### config.mk
export PLATFORM = sky130hd
export DESIGN_NAME = dmem_arbiter
export DESIGN_NICKNAME = d
export VERILOG_FILES = /design/src/rtl/dmem_arbiter.sv
export SDC_FILE = /design/constraint.sdc
export NUM_CORES = 1
export LEC_CHECK = 0
export CAP_MARGIN = 20
export CORE_MARGIN = 2
export CORE_UTILIZATION = 30
export DETAILED_ROUTE_END_ITERATION = 8
export GPL_TIMING_DRIVEN = 0
export PLACE_DENSITY = 0.65
export SYNTH_ARGS = -nofsm -noshare
export SYNTH_HDL_FRONTEND = slang
export SYNTH_SLANG_ARGS = --single-unit
### constraint.sdc
create_clock -name clk -period 4.37 [get_ports clk]
set_clock_uncertainty 0.15 [all_clocks]
set_input_delay 1.0925 -clock clk [delete_from_list [all_inputs] [get_ports clk]]
set_output_delay 1.0925 -clock clk [all_outputs]
set_load 0.01 [all_outputs]
### src/rtl/dmem_arbiter.sv
// Two-port arbiter/sequencer in front of the single-ported data memory.
// Define DMEM_ARB_RR_EN for round-robin arbitration; fixed priority (port 0) otherwise.
module dmem_arbiter #(
    parameter int unsigned MEM_LAT = 2
) (
    input  logic        clk,
    input  logic        rst,
    input  logic        p0_req,
    input  logic        p0_we,
    input  logic [31:0] p0_addr,
    input  logic [31:0] p0_wdata,
    input  logic [3:0]  p0_sign_mask,
    output logic        p0_ack,
    output logic [31:0] p0_rdata,
    input  logic        p1_req,
    input  logic        p1_we,
    input  logic [31:0] p1_addr,
    input  logic [31:0] p1_wdata,
    input  logic [3:0]  p1_sign_mask,
    output logic        p1_ack,
    output logic [31:0] p1_rdata,
    output logic [31:0] mem_addr,
    output logic [31:0] mem_write_data,
    output logic [3:0]  mem_sign_mask,
    output logic        mem_memread,
    output logic        mem_memwrite,
    input  logic [31:0] mem_read_data,
    output logic        grant
);

    localparam int unsigned CNT_W = 4;

    typedef enum logic [1:0] {IDLE, ISSUE, WAIT, RESP} state_t;

    state_t           state;
    logic [CNT_W-1:0] cnt;
    logic             we_q;
    logic             win_c;

`ifdef DMEM_ARB_RR_EN
    logic last_grant;

    // On a tie the port that did not win last time goes first.
    always_comb win_c = (p0_req && p1_req) ? ~last_grant : ~p0_req;
`else
    always_comb win_c = ~p0_req;
`endif

    always_ff @(posedge clk) begin
        if (rst) begin
            state          <= IDLE;
            cnt            <= '0;
            we_q           <= 1'b0;
            grant          <= 1'b0;
            p0_ack         <= 1'b0;
            p1_ack         <= 1'b0;
            p0_rdata       <= '0;
            p1_rdata       <= '0;
            mem_addr       <= '0;
            mem_write_data <= '0;
            mem_sign_mask  <= '0;
            mem_memread    <= 1'b0;
            mem_memwrite   <= 1'b0;
`ifdef DMEM_ARB_RR_EN
            last_grant     <= 1'b1;
`endif
        end else begin
            mem_memread  <= 1'b0;
            mem_memwrite <= 1'b0;
            p0_ack       <= 1'b0;
            p1_ack       <= 1'b0;
            case (state)
                IDLE: begin
                    if (p0_req || p1_req) begin
                        // Strobes are registered so they are high exactly during ISSUE.
                        grant          <= win_c;
                        we_q           <= win_c ? p1_we : p0_we;
                        mem_addr       <= win_c ? p1_addr : p0_addr;
                        mem_write_data <= win_c ? p1_wdata : p0_wdata;
                        mem_sign_mask  <= win_c ? p1_sign_mask : p0_sign_mask;
                        mem_memread    <= win_c ? ~p1_we : ~p0_we;
                        mem_memwrite   <= win_c ? p1_we : p0_we;
`ifdef DMEM_ARB_RR_EN
                        last_grant     <= win_c;
`endif
                        state          <= ISSUE;
                    end
                end
                ISSUE: begin
                    cnt   <= CNT_W'(MEM_LAT);
                    state <= WAIT;
                end
                WAIT: begin
                    cnt <= cnt - CNT_W'(1);
                    if (cnt == CNT_W'(1)) begin
                        if (!we_q) begin
                            if (grant) p1_rdata <= mem_read_data;
                            else       p0_rdata <= mem_read_data;
                        end
                        p0_ack <= ~grant;
                        p1_ack <= grant;
                        state  <= RESP;
                    end
                end
                RESP: state <= IDLE;
                default: state <= IDLE;
            endcase
        end
    end

endmodule

==> metrics.md, run 1 <==
| Metric | Value |
|---|---|
| Unrepaired setup endpoints after global routing | `false` |
| Most frequent cell after synthesis | `dfxtp_1` |
| Setup violations, final | `0` |
| Mean Syn Cell Area | `approximately 9.8 sq um` |
| Design area | `approximately 0.01 sq mm` |
| Io pins | `~310` |
| Largest fanout on the critical path | `8` |
| 1st-pass router iterations | `4` |
| Initial antenna violation count | `1` |
| Largest net degree at the start of global routing | `17` |
| CTS Root Cell | `clkbuf_16` |
| # fillers | `between 1500 and 2000` |
| Gpl congestion | `about 0.80` |
| Post-synth top flop | `dfxtp_1` |
| Tcrit/Tclk final | `0.6226` |
| Hold Path Class | `reg2reg` |
| Via density | `4.549` |
| Core box area | `0.01953 sq mm` |
| Gates resized, CTS repair | `0` |
| Final Hold Viols | `0` |
| Comb pwr share | `0.330` |
| Commonest cells post-synth | `144 x dfxtp_1, 133 x mux2i_1, 71 x a211oi_1` |
| Cts bufs inserted | `17` |
| Vias in the first global route | `~5600` |
| Leak pwr | `between 4 and 5 nW` |
| Outcome | `completed` |
| Total power per unit cell area | `481.1 mW/mm^2` |
| H-tree depth | `4` |
| Initial Util | `0.3062` |
| Clock power frac | `0.322` |
| Clock latency at the later pin of the worst-skew pair | `between 0.4 and 0.5 ns` |
| Fmax | `between 300 and 400 MHz` |
| Req. time, crit path | `3.13 ns` |
| Crit path buffers/inverters | `1` |
| Top cells by area, synth | `dfxtp_1 48%, mux2i_1 22%, a211oi_1 8.9%` |
| Cts hold-fix bufs | `0` |
| Synthesis-to-finish area growth | `67.64%` |
| Critical path class | `reg2out` |
| Synthesized flop and latch total | `144` |
| CTS tree | `built` |
| Synthesized cell area | `0.005978 sq mm` |
| FP Rows | `between 50 and 60` |
| Reg2reg start | `state[0]` |
| Maximum clock path buffer count | `2` |
| Share of cells above drive strength 1 | `0.06639` |
| Slew HR | `0.5898` |
| Worst-path clk slew | `roughly 0.060 ns` |
| Setup tns final | `0 ns` |
| Switching Share | `0.3236` |
| Cell Int Power | `roughly 3.3 mW` |
| Post-synth EDFFs | `0` |
| Sequential share of power | `0.348` |
| Dpl hpwl | `roughly 15000 um` |
| Fin crit period | `about 2.7 ns` |
| CP startpoint | `grant` |
| Die area | `around 0.021 sq mm` |
| Drt first-iter violations | `107` |
| Total power | `approximately 4.8 mW` |
| IO Port Bufs | `308` |
| Max-Cap Viols | `0` |
| DR DRC count | `0` |
| Synth warnings | `0` |
| Post-Syn Nets | `around 790` |
| Top delay family on crit path | `buffers and inverters` |
| Area leader, netlist | `dfxtp_1` |
| CP startpoint kind | `flip-flop` |
| Sequential area share after synthesis | `0.4822` |
| First-pass GRT wire length | `around 31000 um` |
| Nets | `1115` |
| Area after DPL | `0.009393 sq mm` |
| Crit end category | `primary output` |
| Final core utilization | `0.5133` |
| Via count | `roughly 5500` |
| Async S/R FF share, synth | `0` |
| Critical path arrival | `between 1 and 1.5 ns` |
| Grt total ovfl | `0` |
| Routed WL | `between 15000 and 20000 um` |
| Final slew viol count | `0` |
| Setup bufs post-CTS | `0` |
| Worst-margin pin slew | `~0.62 ns` |
| Wire per inst | `16.29 um` |
| # clock sinks | `144` |
| Post-synth top area share | `0.4822` |
| Mapped Cells | `609` |
| Worst path max stage delay | `roughly 0.61 ns` |
| GRT Util Overall | `0.1883` |
| Switching pwr | `1.560 mW` |
| CP max stage cell | `clkdlybuf4s50_1` |
| Routed Antenna Nets | `0` |
| Netlist cell types | `31` |
| CP Cell Sequence | `clkdlybuf4s50_1` |
| Hold Startpoint | `p0_rdata[4]` |
| Chip width | `around 150 um` |
| Chip height | `about 150 um` |
| Worst vdd ir | `approximately 0.30 mV` |
cell type report:
type                    instances  area, sq um  area share
multi-input cells             406         2828      0.2821
clock buffers                  17        425.4     0.04245
flip-flops and latches        144         2883      0.2876
inverters                       7        26.28    0.002622
repair buffers                308         3083      0.3076
clock inverters                15        201.4     0.02010
plain buffers                  52        241.5     0.02409
diodes                          1        2.502   0.0002497
well taps                     265        331.6     0.03308
per-stage QoR:
stage,setup slack [ns],cells,hold slack [ns]
after floorplan,2.081,609,0.3196
after global placement,1.357,1182,0.2936
after detailed placement,1.296,1182,0.2994
after CTS,1.622,1214,0.3106
after global routing,1.579,1215,0.3287
final,1.649,1215,0.3056
kinds of logic after synthesis:
logic type	synth area share
adders and majority gates	0.01046
and+or+nand+nor	0.1373
buffers and inverters	0.04479
DFF	0.4822
AOI/OAI and AO/OA	0.1026
muxes	0.2227
placed cells by master (no fill, tap or decap), types with 5 or more instances in the layout:
cell type and count:
clkdlybuf4s50_1 308, dfxtp_1 144, mux2i_1 133, a211oi_1 71, nand2_1 70, nor2_1 70
nand2b_1 27, buf_2 25, clkbuf_1 24, clkbuf_16 17, inv_1 6, ha_1 5
worst register-to-register path, stage by stage (launching register included):
cell and delay [ns]:
dfxtp_1 0.30, inv_1 0.11, ha_1 0.22, o21a_1 0.13, buf_2 0.16, buf_2 0.24, clkbuf_1 0.45, a211oi_1 0.15
power by group through the flow:
stage          registers [mW]  clock network [mW]  logic (mW)
4_1_cts                  1.68                1.59        1.62
3_5_place_dp             1.71                   0        1.61
6_report                 1.68                1.55        1.59
3_3_place_gp             1.70                   0        1.60
5_1_grt                  1.71                1.64        1.75
2_1_floorplan            1.80                   0       0.676
state kept, by name (all words and copies together), names as in the netlist:
signal,cells
p0_ack,1
grant,1
mem_sign_mask,4
mem_write_data,32
p1_ack,1
mem_memwrite,1
p0_rdata,32
state,2
mem_addr,32
mem_memread,1
cnt,4
p1_rdata,32
we_q,1
path summary, 6_finish.rpt:
kind                            slack, ns           end  cells after the start
worst max-delay path                 1.65         grant                      1
worst min-delay path                 0.31   p0_rdata[4]                      2
worst max register to register       2.32  mem_addr[27]                      7
worst min register to register       0.31   p0_rdata[4]                      2
routing by layer:
layer	global-route usage	wire length (um)	up-vias
li1	-	-	2785
met2	0.3112	9295	204
met5	0	0	-
met4	0.07108	404	0
met3	0.06006	1455	20
met1	0.2290	8641	2518
No activity file was read; power rests on OpenSTA's default activity.
==> run 2, diff against run 1 <==
==> constraint.sdc (replaced) <==
create_clock -name clk -period 2.8 [get_ports clk]
set_clock_uncertainty 0.15 [all_clocks]
set_input_delay 0.7 -clock clk [delete_from_list [all_inputs] [get_ports clk]]
set_output_delay 0.7 -clock clk [all_outputs]
set_load 0.01 [all_outputs]
==> results of run 2 <==
The final DEF is identical to that of run 1. Status: completed.
Main changes from that run: setup slack after placement 1.296 ns -> 0.1182 ns; setup slack after layout 1.649 ns -> 0.4719 ns; register-to-register setup slack 2.32 ns -> 0.75 ns; total power 4.822 mW -> 7.526 mW; worst IR drop on VDD 0.2959 mV -> 0.4618 mV
==> run 3, diff against run 2 <==
--- a/config.mk
+++ b/config.mk
@@ -10,7 +10,7 @@
 export CORE_UTILIZATION = 30
 export DETAILED_ROUTE_END_ITERATION = 8
 export GPL_TIMING_DRIVEN = 0
-export PLACE_DENSITY = 0.65
+export PLACE_DENSITY = 0.67
 export SYNTH_ARGS = -nofsm -noshare
 export SYNTH_HDL_FRONTEND = slang
 export SYNTH_SLANG_ARGS = --single-unit
==> constraint.sdc (replaced) <==
create_clock -name clk -period 2.1 [get_ports clk]
set_clock_uncertainty 0.15 [all_clocks]
set_input_delay 0.525 -clock clk [delete_from_list [all_inputs] [get_ports clk]]
set_output_delay 0.525 -clock clk [all_outputs]
set_load 0.01 [all_outputs]
==> run 3 against run 2 <==
Die area unchanged. Final cell count about the same. Via count decreased by 0.27%. Critical path depth is the same. First-iteration DRC count rose by 3.7%. Largest cell class unchanged.
==> metrics.md, run 3 (synthesis gave the netlist of run 1 again) <==
| Metric | Value |
|---|---|
| Outcome | `completed` |
| Core box area | `0.01953 sq mm (unchanged)` |
| H-tree depth | `4 (unchanged)` |
| First-pass GRT wire length | `30270 um (-3.7%)` |
| # fillers | `1914 (+1.8%)` |
| Share of cells above drive strength 1 | `0.07271 (+0.006322)` |
| Multi-input logic area | `0.002830 sq mm (about the same)` |
| Io pins | `311 (unchanged)` |
| Chip width | `145.2 um (unchanged)` |
| FP Rows | `51 (unchanged)` |
| Cell Int Power | `between 6 and 7 mW` |
| Final Hold Viols | `0 (unchanged)` |
| Fin crit period | `2.059 ns` |
| Maximum clock path buffer count | `2 (unchanged)` |
| Total power per unit cell area | `between 900 and 1000 mW/mm^2` |
| IO Port Bufs | `308 (unchanged)` |
| Largest net degree at the start of global routing | `17 (unchanged)` |
| Largest fanout on the critical path | `2 (-6)` |
| Commonest non-fill, non-tap cells in the layout | `306 x clkdlybuf4s50_1, 143 x dfxtp_1, 133 x mux2i_1` |
| Switching pwr | `~3.2 mW` |
| DR DRC count | `0 (unchanged)` |
| Hold Path Class | `reg2reg` |
| CTS Root Cell | `clkbuf_16` |
| Vias in the first global route | `5607 (-0.74%)` |
| Die area | `0.02107 sq mm (unchanged)` |
| Wire per inst | `15.90 um (-2.4%)` |
| Dpl hpwl | `14880 um (-1.3%)` |
| Setup violations, final | `0 (unchanged)` |
| Setup tns final | `0 ns (unchanged)` |
| Commonest non-fill, non-tap cell in the layout | `clkdlybuf4s50_1` |
| Max-Cap Viols | `0 (unchanged)` |
| Via count | `5512 (-0.27%)` |
| Initial antenna violation count | `0 (-1)` |
| Setup bufs post-CTS | `0 (unchanged)` |
| Gpl congestion | `0.7990 (+0.18%)` |
| Clock latency at the later pin of the worst-skew pair | `0.41 ns (about the same)` |
| Routed WL | `19300 um (-2.5%)` |
| CP startpoint kind | `flip-flop` |
| Critical path arrival | `1.38 ns (-0.10 ns)` |
| Placed cell count | `1182 (unchanged)` |
| Tcrit/Tclk final | `0.9806` |
| CP Cell Sequence | `clkdlybuf4s50_1` |
| GRT Util Overall | `0.1819 (-0.006360)` |
| Non-Filler Instances | `1214 (-0.082%)` |
| Req. time, crit path | `1.42 ns` |
| Slew HR | `0.6254 (+0.03563)` |
| Drt first-iter violations | `111 (+3.7%)` |
| Top delay family on crit path | `buffers and inverters` |
| Crit path buffers/inverters | `1 (unchanged)` |
| Clock power frac | `0.305 (-0.017)` |
| Area after DPL | `0.009393 sq mm (unchanged)` |
| Chip height | `145.2 um (unchanged)` |
| Initial Util | `0.3062 (unchanged)` |
| Cts bufs inserted | `17 (unchanged)` |
| CP max stage cell | `clkdlybuf4s50_1` |
| Crit end category | `primary output` |
| Routed Antenna Nets | `0 (unchanged)` |
| Worst-path clk slew | `0.06 ns (about the same)` |
| Leak pwr | `4.050 nW (+0.47%)` |
| Via density | `4.540 (-0.19%)` |
| Fmax | `between 400 and 500 MHz` |
| Comb pwr share | `0.337 (+0.007)` |
| Switching Share | `0.3282` |
| 1st-pass router iterations | `4 (unchanged)` |
| Nets | `1115 (unchanged)` |
| Worst-margin pin slew | `0.5618 ns (-0.05345 ns)` |
| Critical path class | `reg2out` |
| Synthesis-to-finish area growth | `67.31%` |
| ANT cells | `0 (-1)` |
| Unrepaired setup endpoints after global routing | `false` |
| Grt total ovfl | `0 (unchanged)` |
| Register area | `0.002884 sq mm (about the same)` |
| Worst path max stage delay | `0.57 ns (-0.04 ns)` |
| Worst vdd ir | `roughly 0.54 mV` |
| Design area | `0.01000 sq mm (-0.20%)` |
| Final slew viol count | `0 (unchanged)` |
| # clock sinks | `144 (unchanged)` |
| CTS tree | `built` |
| Sequential share of power | `0.358 (+0.010)` |
[run 3: cell types whose count changed in the layout (fill, tap and decap cells not counted), sizes merged]
cell           before  now
diode               1    0
buf                28   27
dlymetal6s2s        0    2
bufinv              3    1
clkinv              4    2
clkbuf             41   42
inv                14   17
clkinvlp            1    2
clkdlybuf4s50     308  306
[run 3: what timing repair did]
action / in CTS / in global routing
setup endpoints to repair: 2 / 46
resized for setup: 2 / 14
gates cloned: 0 / 0
hold buffers: 0 / 0
[run 3: cell type report]
type                       instances  share of cell area
timing repair buffer             308              0.3087
inverter                           7            0.002627
tap                              265             0.03315
clock buffer                      17             0.04253
clock inverter                    15             0.01601
sequential                       144              0.2883
buffer                            52             0.02564
multi-input combinational        406              0.2830
[run 3: routing by layer]
metal | wire (um) | part of all wire | track usage | vias to the layer above
li1 | - | - | - | 2780
met1 | 8130 | 0.42 | 0.2090 | 2531
met2 | 9588 | 0.50 | 0.3250 | 186
met3 | 1340 | 0.069 | 0.05943 | 15
met4 | 240 | 0.012 | 0.04755 | 0
met5 | 0 | 0 | 0 | -
[run 3: final timing paths]
kind,start,to,slack [ns],depth (start not counted)
min,p0_rdata[29],p0_rdata[29],0.31,2
max,mem_addr[10],mem_addr[10],0.04,1
max reg2reg,cnt[0],state[1],0.21,4
min reg2reg,p0_rdata[29],p0_rdata[29],0.31,2
[run 3: power by group through the flow]
stage / logic, mW / registers [mW] / clock network [mW]
5_1_grt: 3.62 / 3.56 / 3.21
6_report: 3.30 / 3.51 / 2.99
3_5_place_dp: 3.32 / 3.56 / 0
2_1_floorplan: 1.41 / 3.74 / 0
4_1_cts: 3.33 / 3.51 / 3.08
3_3_place_gp: 3.31 / 3.54 / 0
[run 3: metrics by stage]
stage	power, mW	hold WS, ns	util	worst slack (ns)
after floorplan	5.143	0.3196	-	0.3441
after global placement	6.854	0.2936	0.4810	-0.3558
after detailed placement	6.881	0.3000	0.4810	-0.4052
after CTS	9.926	0.3089	0.5112	0.005042
after global routing	10.40	0.3239	0.5122	0.007587
final	9.797	0.3070	0.5122	0.04067
